### src/rtl/fetch_unit.sv
// fetch_unit: consumer end of the PC interface.
// Issues fetch requests to instruction memory and pairs each in-order response
// with its PC. The pairs are buffered for decode. Flush discards buffered
// entries and drops responses that are still in flight.
module fetch_unit #(
   parameter int DATA_WIDTH = 32,
   parameter int DEPTH      = 2,
   parameter int CNT_W      = $clog2(DEPTH) + 1
) (
   input  logic                  clk,
   input  logic                  rst,
   input  logic                  flush,
   input  logic                  req_valid,
   output logic                  req_ready,
   input  logic [DATA_WIDTH-1:0] req_pc,
   output logic                  mem_req_valid,
   input  logic                  mem_req_ready,
   output logic [DATA_WIDTH-1:0] mem_addr,
   input  logic                  mem_rsp_valid,
   input  logic [DATA_WIDTH-1:0] mem_rdata,
   output logic                  instr_valid,
   input  logic                  instr_ready,
   output logic [DATA_WIDTH-1:0] instr,
   output logic [DATA_WIDTH-1:0] instr_pc
);

   localparam int PTR_W = $clog2(DEPTH);
   localparam logic [PTR_W-1:0] PTR_ONE   = PTR_W'(1);
   localparam logic [CNT_W-1:0] CNT_ONE   = CNT_W'(1);
   localparam logic [CNT_W:0]   OCC_LIMIT = (CNT_W + 1)'(DEPTH);

   // PCs of issued requests, waiting for their responses
   logic [DATA_WIDTH-1:0] pcq_mem [DEPTH];
   // Completed {pc, instr} pairs, waiting for decode
   logic [DATA_WIDTH-1:0] outq_pc_mem    [DEPTH];
   logic [DATA_WIDTH-1:0] outq_instr_mem [DEPTH];

   logic [PTR_W-1:0] pcq_wr_reg,  pcq_wr_next;
   logic [PTR_W-1:0] pcq_rd_reg,  pcq_rd_next;
   logic [PTR_W-1:0] outq_wr_reg, outq_wr_next;
   logic [PTR_W-1:0] outq_rd_reg, outq_rd_next;
   logic [CNT_W-1:0] inflight_reg, inflight_next;
   logic [CNT_W-1:0] out_cnt_reg,  out_cnt_next;
   logic [CNT_W-1:0] drop_cnt_reg, drop_cnt_next;

   logic [CNT_W:0] occupancy;
   logic           credit_ok;
   logic           issue;
   logic           out_push;
   logic           out_pop;

   // Dropped entries still hold credit, so every response always has a slot
   assign occupancy     = {1'b0, inflight_reg} + {1'b0, out_cnt_reg};
   assign credit_ok     = occupancy < OCC_LIMIT;
   assign req_ready     = mem_req_ready & credit_ok & ~flush;
   assign mem_req_valid = req_valid & credit_ok & ~flush & rst;
   assign mem_addr      = req_pc;
   assign issue         = req_valid & req_ready;

   assign out_push    = mem_rsp_valid & ~flush & (drop_cnt_reg == '0);
   assign out_pop     = instr_valid & instr_ready & ~flush;
   assign instr_valid = (out_cnt_reg != '0);
   // Head entry comes straight from storage flops; forced to 0 when empty
   assign instr       = instr_valid ? outq_instr_mem[outq_rd_reg] : '0;
   assign instr_pc    = instr_valid ? outq_pc_mem[outq_rd_reg]    : '0;

   // Next-state for pointers and occupancy counters
   always_comb begin
      pcq_wr_next   = pcq_wr_reg;
      pcq_rd_next   = pcq_rd_reg;
      outq_wr_next  = outq_wr_reg;
      outq_rd_next  = outq_rd_reg;
      inflight_next = inflight_reg;
      out_cnt_next  = out_cnt_reg;
      drop_cnt_next = drop_cnt_reg;

      if (issue)
         pcq_wr_next = pcq_wr_reg + PTR_ONE;
      if (mem_rsp_valid)
         pcq_rd_next = pcq_rd_reg + PTR_ONE;

      case ({issue, mem_rsp_valid})
         2'b10:   inflight_next = inflight_reg + CNT_ONE;
         2'b01:   inflight_next = inflight_reg - CNT_ONE;
         default: inflight_next = inflight_reg;
      endcase

      if (flush) begin
         // Empty the output queue; everything still outstanding gets dropped
         out_cnt_next  = '0;
         outq_rd_next  = outq_wr_reg;
         drop_cnt_next = mem_rsp_valid ? (inflight_reg - CNT_ONE) : inflight_reg;
      end else begin
         if (mem_rsp_valid && (drop_cnt_reg != '0))
            drop_cnt_next = drop_cnt_reg - CNT_ONE;
         if (out_push)
            outq_wr_next = outq_wr_reg + PTR_ONE;
         if (out_pop)
            outq_rd_next = outq_rd_reg + PTR_ONE;
         case ({out_push, out_pop})
            2'b10:   out_cnt_next = out_cnt_reg + CNT_ONE;
            2'b01:   out_cnt_next = out_cnt_reg - CNT_ONE;
            default: out_cnt_next = out_cnt_reg;
         endcase
      end
   end

   // Control state register with asynchronous active-low reset
   always_ff @(posedge clk or negedge rst) begin
      if (!rst) begin
         pcq_wr_reg   <= '0;
         pcq_rd_reg   <= '0;
         outq_wr_reg  <= '0;
         outq_rd_reg  <= '0;
         inflight_reg <= '0;
         out_cnt_reg  <= '0;
         drop_cnt_reg <= '0;
      end else begin
         pcq_wr_reg   <= pcq_wr_next;
         pcq_rd_reg   <= pcq_rd_next;
         outq_wr_reg  <= outq_wr_next;
         outq_rd_reg  <= outq_rd_next;
         inflight_reg <= inflight_next;
         out_cnt_reg  <= out_cnt_next;
         drop_cnt_reg <= drop_cnt_next;
      end
   end

   // Queue storage; contents are qualified by the counters, so no reset needed
   always_ff @(posedge clk) begin
      if (issue)
         pcq_mem[pcq_wr_reg] <= req_pc;
      if (out_push) begin
         outq_pc_mem[outq_wr_reg]    <= pcq_mem[pcq_rd_reg];
         outq_instr_mem[outq_wr_reg] <= mem_rdata;
      end
   end

`ifndef SYNTHESIS
   // Protocol checks: no response without a request; credit never overrun
   always_ff @(posedge clk) begin
      if (rst) begin
         assert (!(mem_rsp_valid && (inflight_reg == '0)));
         assert (occupancy <= OCC_LIMIT);
      end
   end
`endif

endmodule

### config.mk
export PLATFORM = sky130hd
export DESIGN_NAME = fetch_unit
export DESIGN_NICKNAME = d
export VERILOG_FILES = /design/src/rtl/fetch_unit.sv
export SDC_FILE = /design/constraint.sdc
export NUM_CORES = 1
export LEC_CHECK = 0
export BUFFER_PORTS_ARGS = -buffer_cell sky130_fd_sc_hd__buf_2
export CORE_MARGIN = 2
export CORE_UTILIZATION = 54
export CTS_CLUSTER_DIAMETER = 120
export DETAILED_ROUTE_END_ITERATION = 12
export PLACE_DENSITY = 0.76
export RECOVER_POWER = 25
export SYNTH_ARGS = -nofsm -noshare
export SYNTH_HDL_FRONTEND = slang
export SYNTH_SLANG_ARGS = --single-unit
### constraint.sdc
create_clock -name clk -period 5.45 [get_ports clk]
set_input_delay 0.2725 -clock clk [delete_from_list [all_inputs] [get_ports clk]]
set_output_delay 0.2725 -clock clk [all_outputs]
set_load 0.02 [all_outputs]
==> summary.txt, run 1 <==
Status
  – Status: finished clean

Global routing
  – GR Util All Layers: 0.184
  – Grt ovf: 0
  – Number of global-route vias before repair: 4,517
  – Initial antenna violation count: 0
  – First-pass GRT wire length: between 20 and 25 mm
  – Pin count of the biggest net entering global routing: 66

Synth
  – Seq cells post-synth: 202
  – Post-synth top area cell: edfxtp_1
  – Seq/Total Area, Yosys: 0.746
  – Post-synthesis average cell area: around 17 sq um
  – Top cell type's share of synthesized area: 0.715
  – Synthesized area: ~8100 sq um
  – Ys flop type: edfxtp_1
  – Synth top area cells: edfxtp_1 72%, mux2i_1 8.2%, mux2_1 4.5%, nor2_1 3.4%, buf_4 3.2%
  – EDFF count, synth: between 150 and 200
  – Post-Syn Instances: roughly 470
  – Syn Nets: 539
  – YS warnings: 0
  – Post-synth ARST share: 0.0495
  – Number of distinct library cells after synthesis: 33

Finish
  – Share of cells above drive strength 1: 0.233
  – Top flop regs: outq_instr_mem x64, outq_pc_mem x64, pcq_mem x64
  – Sequential cell area: between 6000 and 7000 sq um
  – Filler instances: between 1,000 and 1,500
  – Layout Cells excl Fill: approximately 850
  – Design area: between 9000 and 10,000 sq um
  – Most common cell after layout, fill and taps aside: edfxtp_1
  – Commonest non-fill, non-tap cells in the layout: 192 x edfxtp_1, 114 x buf_2, 67 x nor2_1, 66 x mux2i_1, 58 x clkbuf_1
  – Antenna diodes: 0
  – Core Util, Final: 0.672
  – Final nets: roughly 730
  – Area of the multi-input gates: approximately 1600 sq um
  – Layout Area Growth over Synthesis: 21.3%

Timing
  – Minimum clock period: 2.69 ns
  – Fmax: approximately 370 MHz
  – Slew headroom: 0.220
  – Unrepaired setup endpoints after global routing: no
  – Final setup violation count: 0
  – Worst Clk Skew: 0.0103 ns
  – Final slew viol count: 0
  – Final-report hold violation count: 0
  – Worst Tran Pin Value: around 1.2 ns
  – Setup TNS: 0 ns
  – Tcrit/Tclk final: 0.493

Route
  – First-pass DRT Iterations: 4
  – Detailed router's first-iteration violation count: approximately 290
  – DRC viols: 0
  – Vias per Instance: ~5
  – Total Wirelength: around 15 mm
  – Via count: 4,338
  – Post-DRT Antenna Nets: 0
  – Detailed-route wire length per cell: ~18 um

CTS
  – H-tree Lvls: 1
  – Sink Count: ~200
  – Clock Path Buffers: 3
  – Cts bufs inserted: 20
  – CTS tree: done
  – Worst-path clk slew: 0.06 ns
  – Root Buffer: clkbuf_16
  – Clk Latency, worst-skew pair: around 0.48 ns
  – Post-CTS sizing: 0

Placed design
  – Routability Congestion: around 0.85
  – # placed instances: just under 800
  – Area after DPL: slightly below 9000 sq um
  – Dpl hpwl: 9.08 mm
  – I/O Buffers: 169

Worst setup path
  – Crit. End Element: register
  – CP delay by family, top: simple AND/OR/NAND/NOR gates
  – CP arrival: 2.79 ns
  – WP buf/inv: 0
  – Crit-path slowest cell: nor2_4
  – CP Cell Sequence: and2_1 > fa_1 > nor2_1 > nand3_2 > nor2_4
  – Crit Path Category: register to register
  – Worst Setup Start Kind: register
  – Critical path peak fanout: 32
  – Max incr delay on CP: ~0.8 ns
  – Critical path data required time: around 5.6 ns

Die
  – DIE WIDTH: roughly 130 um
  – Initial Utilization: 0.554
  – Die ar.: 15,900 sq um
  – Area of the core: ~15,000 sq um
  – Top-Level Pins: 170
  – FP Rows: 44
  – Die Height: roughly 130 um

Power
  – Total power: 0.00417 W
  – Peak supply drop: around 320 uV
  – PwrDens: around 430 nW/um^2
  – Leak: around 3.7 nW

Hold path
  – Hold crit path type: input pin to register

Job
  – Max cap viols: 0
[Yosys cell counts, types with 2 or more instances]
library cell,number
inv_1,6
edfxtp_1,192
nor2_1,72
xnor2_1,6
buf_12,5
ha_1,2
buf_2,8
buf_4,34
xor2_1,3
dfrtp_1,10
mux2_1,32
mux2i_1,66
buf_6,4
nand2_1,3
o21ai_1,4
[area by class of cell]
type                    instances  share of cell area
clock inverters                 8             0.00397
multi-input cells             205               0.165
repair buffers                222               0.133
flip-flops and latches        202               0.616
well taps                     184              0.0236
inverters                       7             0.00269
clock buffers                  25              0.0553
[kinds of logic after synthesis]
group,after synthesis,synth area share
flip-flops,202,0.746
multiplexers,99,0.129
AND/OR/NAND/NOR,86,0.0463
buffers and inverters,58,0.0579
XOR/XNOR,9,0.00978
AO/OA/AOI/OAI,8,0.00543
adder cells (fa/ha/maj),3,0.00559
[power by group]
part / total [W] / internal, W / switching, W
logic: 0.000823 / 0.000388 / 0.000435
registers: 0.00211 / 0.00189 / 0.000219
clock network: 0.00123 / 0.000699 / 0.000534
[metrics by stage]
| step | setup WS (ns) | hold WS (ns) |
|---|---|---|
| floorplan | 1.31 | -0.0231 |
| global route | 2.59 | 0.0520 |
| global placement | 2.84 | 0.151 |
| detailed placement | 2.75 | 0.156 |
| finish | 2.76 | 0.0540 |
| CTS | 2.73 | 0.00120 |
[what timing repair did]
item / in CTS / in global routing
setup buffers: 0 / 0
hold endpoints to repair: 106 / 0
hold buffers: 50 / 0
[final timing paths]
kind | startpoint | endpoint | slack [ns] | depth (start not counted)
min in group asynchronous | rst | inflight_reg[0] | 0.34 | 2
hold reg to reg | pcq_mem[0][7] | outq_pc_mem[1][7] | 0.55 | 1
setup reg to reg | inflight_reg[0] | pcq_mem[1][26] | 2.76 | 5
max in group asynchronous | rst | outq_rd_reg | 4.65 | 2
hold / removal | req_pc[9] | pcq_mem[1][9] | 0.05 | 1
setup / recovery | inflight_reg[0] | pcq_mem[1][26] | 2.76 | 5
[worst register-to-register path, delay by kind of cell (launching register included)]
kind                       cells  cell delay, ns
and+or+nand+nor                4            1.41
DFF                            1            0.43
adders and majority gates      1            0.44
[routing by layer]
layer,part of all wire,wire length (um),vias to the layer above,global-route usage
met5,0,0,-,0
met4,0.020,300,0,0.0433
met2,0.51,7810,158,0.330
met1,0.41,6170,2095,0.236
met3,0.060,914,23,0.0314
li1,-,-,2062,-
(Power assumes the default switching activity.)
==> run 2: changes to the inputs <==
--- a/config.mk
+++ b/config.mk
@@ -5,12 +5,13 @@
 export SDC_FILE = /design/constraint.sdc
 export NUM_CORES = 1
 export LEC_CHECK = 0
+export ABC_AREA = 1
 export BUFFER_PORTS_ARGS = -buffer_cell sky130_fd_sc_hd__buf_2
 export CORE_MARGIN = 2
-export CORE_UTILIZATION = 54
+export CORE_UTILIZATION = 49
 export CTS_CLUSTER_DIAMETER = 120
 export DETAILED_ROUTE_END_ITERATION = 12
-export PLACE_DENSITY = 0.76
+export PLACE_DENSITY = 0.73
 export RECOVER_POWER = 25
 export SYNTH_ARGS = -nofsm -noshare
 export SYNTH_HDL_FRONTEND = slang
==> constraint.sdc (replaced) <==
create_clock -name clk -period 2.2 [get_ports clk]
set_input_delay 0.11 -clock clk [delete_from_list [all_inputs] [get_ports clk]]
set_output_delay 0.11 -clock clk [all_outputs]
set_load 0.02 [all_outputs]
==> summary.txt, run 2 <==
Timing
  – Tcrit/Tclk final: 0.975
  – Final setup violation count: 0
  – Unrepaired setup endpoints after global routing: yes
  – Slew headroom: 0.696
  – Setup TNS: 0 ns
  – Worst Clk Skew: between 0.005 and 0.006 ns
  – Final worst slack: between 0.05 and 0.06 ns
  – Fmax: 466 MHz
  – Final-report hold violation count: 0
  – Worst Tran Pin Value: about 0.46 ns
  – Final slew viol count: 0
  – Minimum clock period: between 2 and 2.5 ns

Synth
  – Synthesized area: between 7000 and 8000 sq um
  – Top cell type's share of synthesized area: 0.726
  – Post-synth top area cell: edfxtp_1
  – EDFF count, synth: between 150 and 200
  – Seq cells post-synth: approximately 200
  – Post-synth ARST share: 0.0495
  – Post-Syn Instances: about 560
  – Post-synthesis average cell area: around 14 sq um
  – Most frequent cells after synthesis: 192 x edfxtp_1, 147 x nand2_1, 66 x a21oi_1
  – Number of distinct library cells after synthesis: 27
  – Ys flop type: edfxtp_1
  – Synth top area cells: edfxtp_1 73%, nand2_1 6.9%, a21oi_1 4.2%, buf_4 3.3%, dfrtp_1 3.1%
  – Count leader, synth: edfxtp_1
  – YS warnings: 0
  – Seq/Total Area, Yosys: 0.757
  – Syn Nets: between 600 and 700

CTS
  – CTS tree: done
  – H-tree Lvls: 1
  – Sink Count: roughly 200
  – Worst-path clk slew: around 0.060 ns
  – Clk Latency, worst-skew pair: around 0.5 ns
  – Root Buffer: clkbuf_16
  – Clock Path Buffers: 3
  – Cts bufs inserted: 21

Status
  – Status: finished clean

Worst setup path
  – Critical path data required time: roughly 2.1 ns
  – Crit Path Category: register to output pin
  – Worst Setup Start Kind: register
  – Critical path peak fanout: 2
  – CP arrival: between 2 and 2.5 ns
  – Crit. End Element: output pin

Die
  – Top-Level Pins: 170
  – DIE WIDTH: between 100 and 150 um
  – Area of the core: between 15,000 and 20,000 sq um
  – FP Rows: 46
  – Initial Utilization: 0.500
  – Die Height: 131 um
  – Die ar.: 17,300 sq um

Power
  – Peak supply drop: between 500 and 600 uV
  – PwrDens: just over 1000 nW/um^2
  – Total power: 0.0103 W
  – Leak: a little under 4 nW

Placed design
  – Dpl hpwl: around 9.7 mm
  – Routability Congestion: roughly 0.77
  – Area after DPL: slightly below 9000 sq um
  – I/O Buffers: roughly 170
  – DP Worst Slack: about 0.065 ns

Global routing
  – Grt ovf: 0
  – Met3 Resource Use GR: 0.0255
  – GR Layer Usage met2: 0.353
  – Pin count of the biggest net entering global routing: 66
  – Initial antenna violation count: 0
  – First-pass GRT wire length: 26.0 mm
  – Top Usage Layer GRT: met2
  – GR Util All Layers: 0.189
  – GR Util met1: 0.226
  – Number of global-route vias before repair: approximately 5,200

Route
  – Post-DRT Antenna Nets: 0
  – Detailed router's first-iteration violation count: 273
  – Via count: just under 5,000
  – Total Wirelength: about 17 mm
  – First-pass DRT Iterations: 4
  – Detailed-route wire length per cell: about 17 um
  – Vias per Instance: 4.95
  – DRC viols: 0

Hold path
  – Hold crit path type: input pin to register

Finish
  – Share of cells above drive strength 1: 0.263
  – Top flop regs: outq_instr_mem x64, outq_pc_mem x64, pcq_mem x64
  – Final nets: roughly 850
  – Antenna diodes: 0
  – Filler instances: 1,174
  – Design area: between 10,000 and 15,000 sq um
  – Most common cell after layout, fill and taps aside: edfxtp_1
  – Area of the multi-input gates: ~1600 sq um
  – Commonest non-fill, non-tap cells in the layout: 192 x edfxtp_1, 147 x nand2_1, 121 x buf_2, 68 x dlygate4sd3_1, 66 x a21oi_1
  – Sequential cell area: between 6000 and 7000 sq um
  – Layout Area Growth over Synthesis: 28.2%

Job
  – Max cap viols: 0
[run 2: cell count changes in the layout (fill, tap and decap cells not counted), sizes merged, moves of 18 or more]
| cell | change |
|---|---|
| a21oi | +66 |
| mux2i | -66 |
| buf | +22 |
| nand2 | +146 |
| dlygate4sd3 | +18 |
| nor2 | -61 |
[run 2: routing by layer]
metal	vias to the layer above	share of wire
met5	-	0
met4	0	0.023
met3	31	0.049
met2	160	0.52
met1	2392	0.41
li1	2380	-
[run 2: worst max-delay path, cell delays in order (launching register included)]
cell and delay (ns):
dfrtp_1 0.38, nand2_1 0.07, inv_1 0.04, fa_1 0.43
or2_4 0.25, nor3b_1 0.17, buf_2 0.20
[run 2: cells by family (layout without fill, tap and decap cells)]
| family | Yosys count | after routing | share of synthesized area |
|---|---|---|---|
| AOI/OAI and AO/OA | 73 | 73 | 0.0474 |
| adders and majority gates | 3 | 3 | 0.00567 |
| DFF | 202 | 202 | 0.757 |
| buffers and inverters | 72 | 303 | 0.0538 |
| and+or+nand+nor | 167 | 167 | 0.0830 |
| xor gates and xnor gates | 7 | 7 | 0.00772 |
| muxes | 32 | 32 | 0.0453 |
[run 2: where the power goes]
group          internal [W]  switching (W)  total [W]
logic              0.000902        0.00159    0.00250
clock network       0.00173        0.00130    0.00303
registers           0.00468       0.000116    0.00480
[run 2: what timing repair did]
action,4_1_cts,5_1_grt
endpoints found under the hold margin,143,0
hold buffers,68,0
buffers inserted,0,2
endpoints found under the setup margin,0,53
resized for setup,0,1
[run 2: area by class of cell]
type,count,area share
clock buffer,24,0.0527
sequential,202,0.591
timing repair buffer,256,0.168
clock inverter,9,0.00418
tap,216,0.0265
inverter,14,0.00516
multi-input combinational,282,0.152
[run 2: path summary, 6_finish.rpt]
kind                                 start                  to  slack, ns  depth (start not counted)
setup / recovery           inflight_reg[0]       mem_req_valid       0.06                          6
hold / removal                 instr_ready      out_cnt_reg[1]       0.05                          5
setup reg to reg           inflight_reg[0]       pcq_mem[0][0]       0.06                          8
hold reg to reg             pcq_mem[0][21]  outq_pc_mem[0][21]       0.55                          1
max in group asynchronous              rst         outq_rd_reg       1.90                          2
min in group asynchronous              rst     inflight_reg[1]       0.07                          2
[run 2: stage by stage]
| step | hold slack [ns] | instances | utilization |
|---|---|---|---|
| floorplan | -0.186 | 556 | - |
| global placement | -0.0140 | 899 | 0.563 |
| detailed placement | -0.00990 | 899 | 0.563 |
| CTS | 0.0191 | 1000 | 0.642 |
| global route | 0.0702 | 1003 | 0.641 |
| finish | 0.0488 | 1003 | 0.641 |
